===== config.mk =====
export PLATFORM = sky130hd
export DESIGN_NAME = bool_vector_sequencer
export DESIGN_NICKNAME = d
export VERILOG_FILES = /design/src/rtl/bool_vector_sequencer.sv
export SDC_FILE = /design/constraint.sdc
export NUM_CORES = 1
export LEC_CHECK = 0
export CAP_MARGIN = 20
export CORE_ASPECT_RATIO = 1.2
export CORE_MARGIN = 2
export CORE_UTILIZATION = 40
export DETAILED_ROUTE_END_ITERATION = 10
export SLEW_MARGIN = 10
export SYNTH_ARGS = -nofsm -noshare
export SYNTH_HDL_FRONTEND = slang
export SYNTH_SLANG_ARGS = --single-unit

===== constraint.sdc =====
create_clock -name clk -period 3.2 [get_ports clk]
set_input_delay 0.64 -clock clk [delete_from_list [all_inputs] [get_ports clk]]
set_output_delay 0.64 -clock clk [all_outputs]
set_load 0.02 [all_outputs]

===== src/rtl/bool_vector_sequencer.sv =====
// Sweeps all eight {a,b,c} combinations through an external 3-input function
// block, compares each returned f_in against EXPECTED and reports the results.
module bool_vector_sequencer #(
    parameter int          SETTLE_CYCLES = 2,
    parameter logic [7:0]  EXPECTED      = 8'b0101_0111
) (
    input  logic       clk,
    input  logic       reset_n,
    input  logic       start,
    input  logic       f_in,
    output logic       a,
    output logic       b,
    output logic       c,
    output logic       busy,
    output logic       done,
    output logic       pass,
    output logic [3:0] err_count,
    output logic [7:0] fail_mask
);

    typedef enum logic [1:0] {IDLE, DRIVE, SAMPLE, DONE} state_t;

    localparam logic [3:0] SETTLE_LAST = 4'(SETTLE_CYCLES - 1);

    state_t     state, state_next;
    logic [2:0] idx, idx_next;
    logic [2:0] abc, abc_next;
    logic [3:0] settle, settle_next;
    logic [3:0] err_next;
    logic [7:0] mask_next;
    logic       busy_next, done_next, pass_next;

    always_ff @(posedge clk or negedge reset_n) begin
        if (!reset_n) begin
            state     <= IDLE;
            idx       <= 3'd0;
            abc       <= 3'd0;
            settle    <= 4'd0;
            err_count <= 4'd0;
            fail_mask <= 8'd0;
            busy      <= 1'b0;
            done      <= 1'b0;
            pass      <= 1'b0;
        end else begin
            state     <= state_next;
            idx       <= idx_next;
            abc       <= abc_next;
            settle    <= settle_next;
            err_count <= err_next;
            fail_mask <= mask_next;
            busy      <= busy_next;
            done      <= done_next;
            pass      <= pass_next;
        end
    end

    // Results are only cleared by an accepted start, so DONE holds them indefinitely.
    always_comb begin
        state_next  = state;
        idx_next    = idx;
        abc_next    = abc;
        settle_next = settle;
        err_next    = err_count;
        mask_next   = fail_mask;
        busy_next   = busy;
        done_next   = done;
        pass_next   = pass;

        case (state)
            IDLE, DONE: begin
                if (start) begin
                    state_next  = DRIVE;
                    idx_next    = 3'd0;
                    abc_next    = 3'd0;
                    settle_next = 4'd0;
                    err_next    = 4'd0;
                    mask_next   = 8'd0;
                    busy_next   = 1'b1;
                    done_next   = 1'b0;
                    pass_next   = 1'b0;
                end
            end
            DRIVE: begin
                abc_next = idx;
                if (settle == SETTLE_LAST) begin
                    state_next = SAMPLE;
                end else begin
                    settle_next = settle + 4'd1;
                end
            end
            SAMPLE: begin
                if (f_in != EXPECTED[idx]) begin
                    mask_next[idx] = 1'b1;
                    if (err_count < 4'd8) begin
                        err_next = err_count + 4'd1;
                    end
                end
                if (idx == 3'd7) begin
                    state_next = DONE;
                    abc_next   = 3'd0;
                    busy_next  = 1'b0;
                    done_next  = 1'b1;
                    pass_next  = (err_next == 4'd0);
                end else begin
                    state_next  = DRIVE;
                    idx_next    = idx + 3'd1;
                    abc_next    = idx + 3'd1;
                    settle_next = 4'd0;
                end
            end
            default: state_next = IDLE;
        endcase
    end

    assign {a, b, c} = abc;

endmodule


== Word-level counts from Yosys, hierarchy flattened ==
Memory sizes are Yosys's and may differ from the RTL's.
Cells that the tools add are included.
Word-level totals
  bits of input ports: 4
  bits in read-only memories: 8
  word-level logic and storage cells: 71
  memories: 1
  bits in registers: 27
Cells by class
  bitwise operators: 1
  order comparisons: 3
  $add $sub $neg: 3
  reduce and logical (&&, ||, !) cells: 11
  muxes and demuxes: 31
  eq/ne operators: 12
Memory list
  (name not given): words 8, width 1, read ports 1, clocked after Yosys merged registers in 0, write ports 0, line 92  | if (f_in != EXPECTED[idx]) begin
Operators with widths (number)
  2-to-1 mux 4 bit: 6
  2-to-1 mux 8 bit: 2
  one-hot mux 8 bit (2 select lines): 1
  inequality test 2 bit, second input constant: 6
  one-hot mux 4 bit (3 select lines): 1
  AND reduction 3 bit: 4
  2-to-1 mux 3 bit: 3
  one-hot mux 3 bit (3 select lines): 1
  adder 4 x 1 -> 4 bit, second input constant: 2
  OR 8 bit: 1
  one-hot mux 4 bit (2 select lines): 1
  2-to-1 mux 1 bit: 7
  2-to-1 mux 2 bit: 3
  one-hot mux 1 bit (2 select lines): 3
  one-hot mux 2 bit (3 select lines): 1
  one-hot mux 3 bit (2 select lines): 1
  equality test 2 bit, second input constant: 2
  equality test 4 x 1 -> 1 bit, second input constant: 1
  zero test 4 bit: 1
  < comparator 3 x 4 -> 1 bit, second input constant: 1
  < comparator 4 bit, second input constant: 1
  AND reduction 2 bit: 2
  adder 3 x 1 -> 3 bit, second input constant: 1
  demux 1 bit (select 3 bit): 1
  8 further kinds: 8

== Longest topological paths before layout ==
Gate-level depths: netlist of the first run.
  depth after elaboration: 8
  mapped depth: 8
  gate-level depth less buffers: 7

== Worst setup path after synthesis of the first run ==
OpenSTA, ideal clock, no wires.
  path kind: flip-flop to flip-flop
  start: register state[0]
  end: register fail_mask[7]
  data arrival time: 1.710 ns
  library setup time: 0.137 ns
  setup slack: 1.353 ns
  data required time: 3.063 ns
  stages on the path, launching flop included: 9
  path through: dfrtp_1 inv_1 ha_1 buf_2 mux2i_1 or2b_1 a21oi_1 a31oi_1 nor2_1
On the way
  word-level cells in the longest chain between the ends: 4
  elaborated cells between the ends (all ways): 9
Ends and longest elaborated chain
  from (decl): line 25  | state_t state, state_next;
  from (signal assigned): line 45  | state <= state_next;
  equality test 2 bit or zero test 2 bit (tied branches): line 69  | case (state)
  OR reduction 2 bit: line 69
  inequality test 2 bit (no source line) or nonzero test 2 bit (tied branches)
  AND reduction 3 bit (no source line)
  to (signal assigned): line 50  | fail_mask <= mask_next;
  to (decl): line 18  | output logic [7:0] fail_mask
Parallel ways exist; a longest one is shown, timed or not.
A chain may end at the register's enable or synchronous reset.

== Worst setup path after layout of the first run ==
Ends and elaborated chain as after synthesis.

==> run metrics, run 1 <==
core area 3570 µm²; total CTS buffers 3; FF+latch area 676 µm²; min-delay worst type reg -> reg; FP Rows 24; Root Buffer clkbuf_8; 1st-iter DRT viols 31; Post-CTS Hold Buffers 0; Max-slew headroom 56.4%; clk_lat worst skew 0.28 ns; fillers 341; GRT Residual Overflow 0; crit path capture type register; chip width 59.4 µm; worst slew pin tran 0.652 ns; synthesized instance count 151; # clock sinks 27; Final Slew Violations 0; Final TNS setup 0 ns; pwr/cell area 768 nW/µm²; GRT met2 Usage 28.6%; routed vias 1174; post-synth top area cell dfrtp_1; Die ar. 4180 µm²; M1 GR Usage 20.9%; sequential area share after synthesis 45.9%; Clock Skew 0.00528 ns; DRC 0; count of final setup violators 0; final total power 1.35 mW; Synth Warn # 0; switching pwr 0.577 mW; Mapped Avg Cell Area 9.74 µm²; Max VDD drop 328 µV; drt first pass iters 4; HPWL after detailed placement 2.33 mm; outcome finished clean; PortBufs 21; via/cell ratio 5.56; gr busiest metal met2; Area Overhead vs Synth 19.6%; layout cells sized above 1 5.81%; Final Hold Fails 0; Cell Area, Synth 1470 µm²; first-pass GRT wire length 5.46 mm; multi-input logic area 746 µm²; CTS tree done; CTS clk-pin slew, worst paths 0.10 ns; register bit total from synthesis 27; # resized after CTS 0; Internal 0.775 mW; Final Cycle Share 67.9%; top cell type's share of synthesized area 45.9%; # nets final 186; top cells by area, synth dfrtp_1 (46%), ha_1 (7.7%), nor2_1 (4.6%); Placer Congestion 0.764; Boundary Pins 22; Comb power frac 47.8%; Max FO, Critical Path 15; CP Data Required Time 3.41 ns; Startpoint Class register; Netlist cell types 36; die extent in y 70.4 µm; starting density of the core 41.2%; clk buf depth 2; H-tree depth 1; syn_nets 164; met3 Use GR 2.96%; DRT Wirelength 3.14 mm; post-CTS setup buffers 0; Max-Cap Viols 0; critical path type reg -> reg; Leak Pwr 0.803 nW; Seq pwr share 37.6%; unrepaired setup endpoints after global routing no; vias in the first global route 1185; n_diodes 0; Total GRT Usage 16.9%; reg2reg setup slack 1.03 ns; Fmax 460 MHz; DR WL/cell 14.9 µm; largest net degree at the start of global routing 28; sw frac 42.7%; CP arrival 2.39 ns; most frequent cells in the layout dfrtp_1 (27), clkdlybuf4s50_1 (21), nor2_1 (18); remaining antenna violation count after routing 0; clock share of power 14.7%; most common cell after layout, fill and taps aside dfrtp_1; Tmin final 2.17 ns; initial antenna violation count 0
==> per-layer routing <==
| layer | wire, µm | vias to the layer above |
|---|---|---|
| li1 | - | 577 |
| met1 | 1360 | 574 |
| met2 | 1640 | 18 |
| met3 | 96 | 5 |
| met4 | 42 | 0 |
| met5 | 0 | - |
==> cell families (layout without fill, tap and decap cells) <==
| kind of cell | count (synthesis) | in the layout | synth area share (%) |
|---|---|---|---|
| simple gates | 49 | 49 | 16.2 |
| compound gates | 46 | 46 | 19.8 |
| flops | 27 | 27 | 45.9 |
| buf+inv | 11 | 32 | 3.40 |
| fa+ha+maj | 9 | 9 | 7.65 |
| mux | 6 | 6 | 4.68 |
| xor+xnor | 3 | 3 | 2.30 |
==> through the flow <==
stage	instances	setup WS, ns	hold WS [ns]	instance area [µm²]	utilization, %
after floorplan	151	1.35	0.344	1470	-
after global placement	207	0.852	0.481	1710	48.0
after detailed placement	207	0.834	0.489	1710	48.0
after CTS	211	1.01	0.511	1760	49.3
after global routing	211	0.848	0.547	1760	49.3
final	211	1.03	0.503	1760	49.3
==> registers in the layout (all words and copies together), names as in the netlist <==
name       count
abc            3
busy           1
done           1
err_count      4
fail_mask      8
idx            3
pass           1
settle         4
state          2
==> cells in the mapped netlist <==
library cell  number
a21boi_1           1
xor2_2             1
buf_2              1
clkbuf_1           4
dfrtp_1           27
mux2_4             1
a22oi_1            2
o21ba_1            1
or2b_1             1
nor4_1             1
mux2i_1            4
a21oi_1           13
buf_6              1
a31oi_1            1
a41oi_1            1
nand2b_1           4
xnor2_1            2
nor2_1            18
a22o_1             7
a21o_1             2
o21ai_1            1
inv_1              5
nor3_1             3
nand4_1            1
a32oi_1            2
nand2_1           10
and2b_1            1
nor3b_1            1
nand3b_2           1
o21ai_0           12
o22ai_1            2
ha_1               9
mux2i_2            1
nor2b_1            6
nand3_1            2
o31ai_1            1
==> power groups by stage <==
stage / registers, mW / clock network, mW / logic [mW]
after detailed placement: 0.515 / 0 / 0.653
after global routing: 0.524 / 0.212 / 0.730
after floorplan: 0.536 / 0 / 0.422
after CTS: 0.509 / 0.204 / 0.656
after global placement: 0.512 / 0 / 0.641
final: 0.508 / 0.198 / 0.646
==> area by class of cell <==
cell class | count | area share, %
inverters | 5 | 1.07
multi-input cells | 113 | 42.4
repair buffers | 23 | 12.8
clock inverters | 1 | 0.284
well taps | 39 | 2.77
flip-flops and latches | 27 | 38.4
clock buffers | 3 | 2.35
==> worst max-delay path: stages, from the launching register on <==
cell	delay [ns]
dfrtp_1	0.41
inv_1	0.08
ha_1	0.50
mux2i_1	0.15
buf_4	0.20
or2b_1	0.22
a21oi_1	0.30
a31oi_1	0.13
nor2_1	0.11
==> path summary, 6_finish.rpt <==
kind                           from  cells after the start      endpoint
setup reg to reg           state[0]                      8  fail_mask[7]
min in group asynchronous   reset_n                      2     settle[0]
setup / recovery           state[0]                      8  fail_mask[7]
max in group asynchronous   reset_n                      2  err_count[0]
hold reg to reg              abc[0]                      2        abc[0]
hold / removal               abc[0]                      2        abc[0]
Power figures use the tool's default switching activity.
==> run 2: changes to the inputs <==
Clock period 3.2 ns to 2 ns, I/O delays scaled along.
==> run metrics, run 2 (synthesis gave the netlist of run 1 again) <==
unrepaired setup endpoints after global routing no; Total GRT Usage 18.6%; chip width 59.4 µm; GRT Residual Overflow 0; final total power 2.32 mW; Root Buffer clkbuf_8; via/cell ratio 5.44; Largest register FFs 8; CTS tree done; reg2reg setup slack 0.19 ns; first-pass GRT wire length 6.07 mm; vias in the first global route 1310; Final TNS setup 0 ns; Max FO, Critical Path 4; end-of-flow core utilization 52.2%; # clock sinks 27; Die ar. 4180 µm²; critical path type reg -> reg; Area Overhead vs Synth 26.7%; placed insts 219; total CTS buffers 3; DR WL/cell 15.1 µm; HPWL after detailed placement 2.56 mm; DRC 0; H-tree depth 1; Post-CTS Hold Buffers 0; r2r worst-path depth 6; largest net degree at the start of global routing 28; Worst R2R End err_count[2]; n_diodes 0; worst slew pin tran 0.469 ns; crit path capture type register; Max-Cap Viols 0; core area 3570 µm²; FP Rows 24; remaining antenna violation count after routing 0; Max-slew headroom 68.5%; Max VDD drop 770 µV; Leak Pwr 0.862 nW; initial antenna violation count 0; min-delay worst type in -> async; most frequent cells in the layout dfrtp_1 (27), clkdlybuf4s50_1 (21), nor2_1 (18); Largest Register fail_mask; clk_lat worst skew 0.27 ns; Buf/Inv on CP 0; worst path cell trace ha_1, mux2i_2, xor2_2, nand3b_2, mux2_4, a22o_1; drt first pass iters 4; most common cell after layout, fill and taps aside dfrtp_1; starting density of the core 41.2%; outcome finished clean; pwr/cell area 1250 nW/µm²; count of final setup violators 0; Placer Congestion 0.826; Final Hold Fails 0; slowest stage cell on the critical path dfrtp_1; DRT Wirelength 3.37 mm; Final Cycle Share 90.7%; PortBufs 21; Boundary Pins 22; Clock Skew 0.00898 ns; FF-to-FF Start idx[0]; CP Data Required Time 2.16 ns; CP arrival 1.97 ns; layout cells sized above 1 14.1%; 1st-iter DRT viols 42; Layout Cells excl Fill 223; clk buf depth 2; Final Slew Violations 0; die extent in y 70.4 µm; delay-heaviest family, CP multiplexers; Tmin final 1.81 ns; Fmax 552 MHz; routed vias 1213; Startpoint Class register; CTS clk-pin slew, worst paths 0.09 ns; Largest regs fail_mask x8, err_count x4, settle x4; Critical Path Max Stage Delay 0.40 ns; # nets final 198
-- run 2: per-layer routing --
| layer | up-vias | global-route usage [%] | part of all wire [%] |
|---|---|---|---|
| met5 | - | 0 | 0 |
| met4 | 0 | 5.05 | 1.3 |
| met3 | 7 | 3.15 | 3.3 |
| met2 | 21 | 32.1 | 52 |
| met1 | 584 | 23.3 | 44 |
| li1 | 601 | - | - |
-- run 2: final cells by class --
type | count | area, µm²
Fill cell | 330 | 1710
Multi-Input combinational cell | 113 | 761
Sequential cell | 27 | 676
Timing Repair Buffer | 35 | 315
Tap cell | 39 | 48.8
Clock buffer | 4 | 45.0
Inverter | 5 | 18.8
-- run 2: through the flow --
step | setup WS [ns] | hold WS (ns) | cell area (µm²)
after global placement | 0.0859 | 0.468 | 1800
after global routing | 0.0267 | 0.519 | 1860
after detailed placement | 0.0186 | 0.479 | 1800
after CTS | 0.104 | 0.500 | 1850
final | 0.187 | 0.487 | 1860
after floorplan | 0.153 | 0.104 | 1470
-- run 2: worst reg2reg max path: stages (launching register included) --
cell and delay (ns):
dfrtp_1 0.40, ha_1 0.21, mux2i_2 0.24, xor2_2 0.24, nand3b_2 0.13, mux2_4 0.31
a22o_1 0.17
-- run 2: how the worst max path moves through the flow --
stage | start | to | slack, ns | cells past startpoint
after floorplan | state[0] | fail_mask[7] | 0.15 | 8
after global placement | start | settle[3] | 0.09 | 7
after detailed placement | start | idx[2] | 0.02 | 6
after CTS | state[0] | err_count[0] | 0.10 | 7
after global routing | idx[0] | settle[3] | 0.03 | 8
final | idx[0] | err_count[2] | 0.19 | 6
-- run 2: what timing repair did --
item,in CTS,in global routing
buffers inserted,0,0
setup endpoints to repair,0,8
resized for setup,0,5
-- run 2: power by group --
| group | switching [mW] | internal [mW] |
|---|---|---|
| sequential | 0.0933 | 0.673 |
| clock | 0.164 | 0.143 |
| combinational | 0.698 | 0.553 |
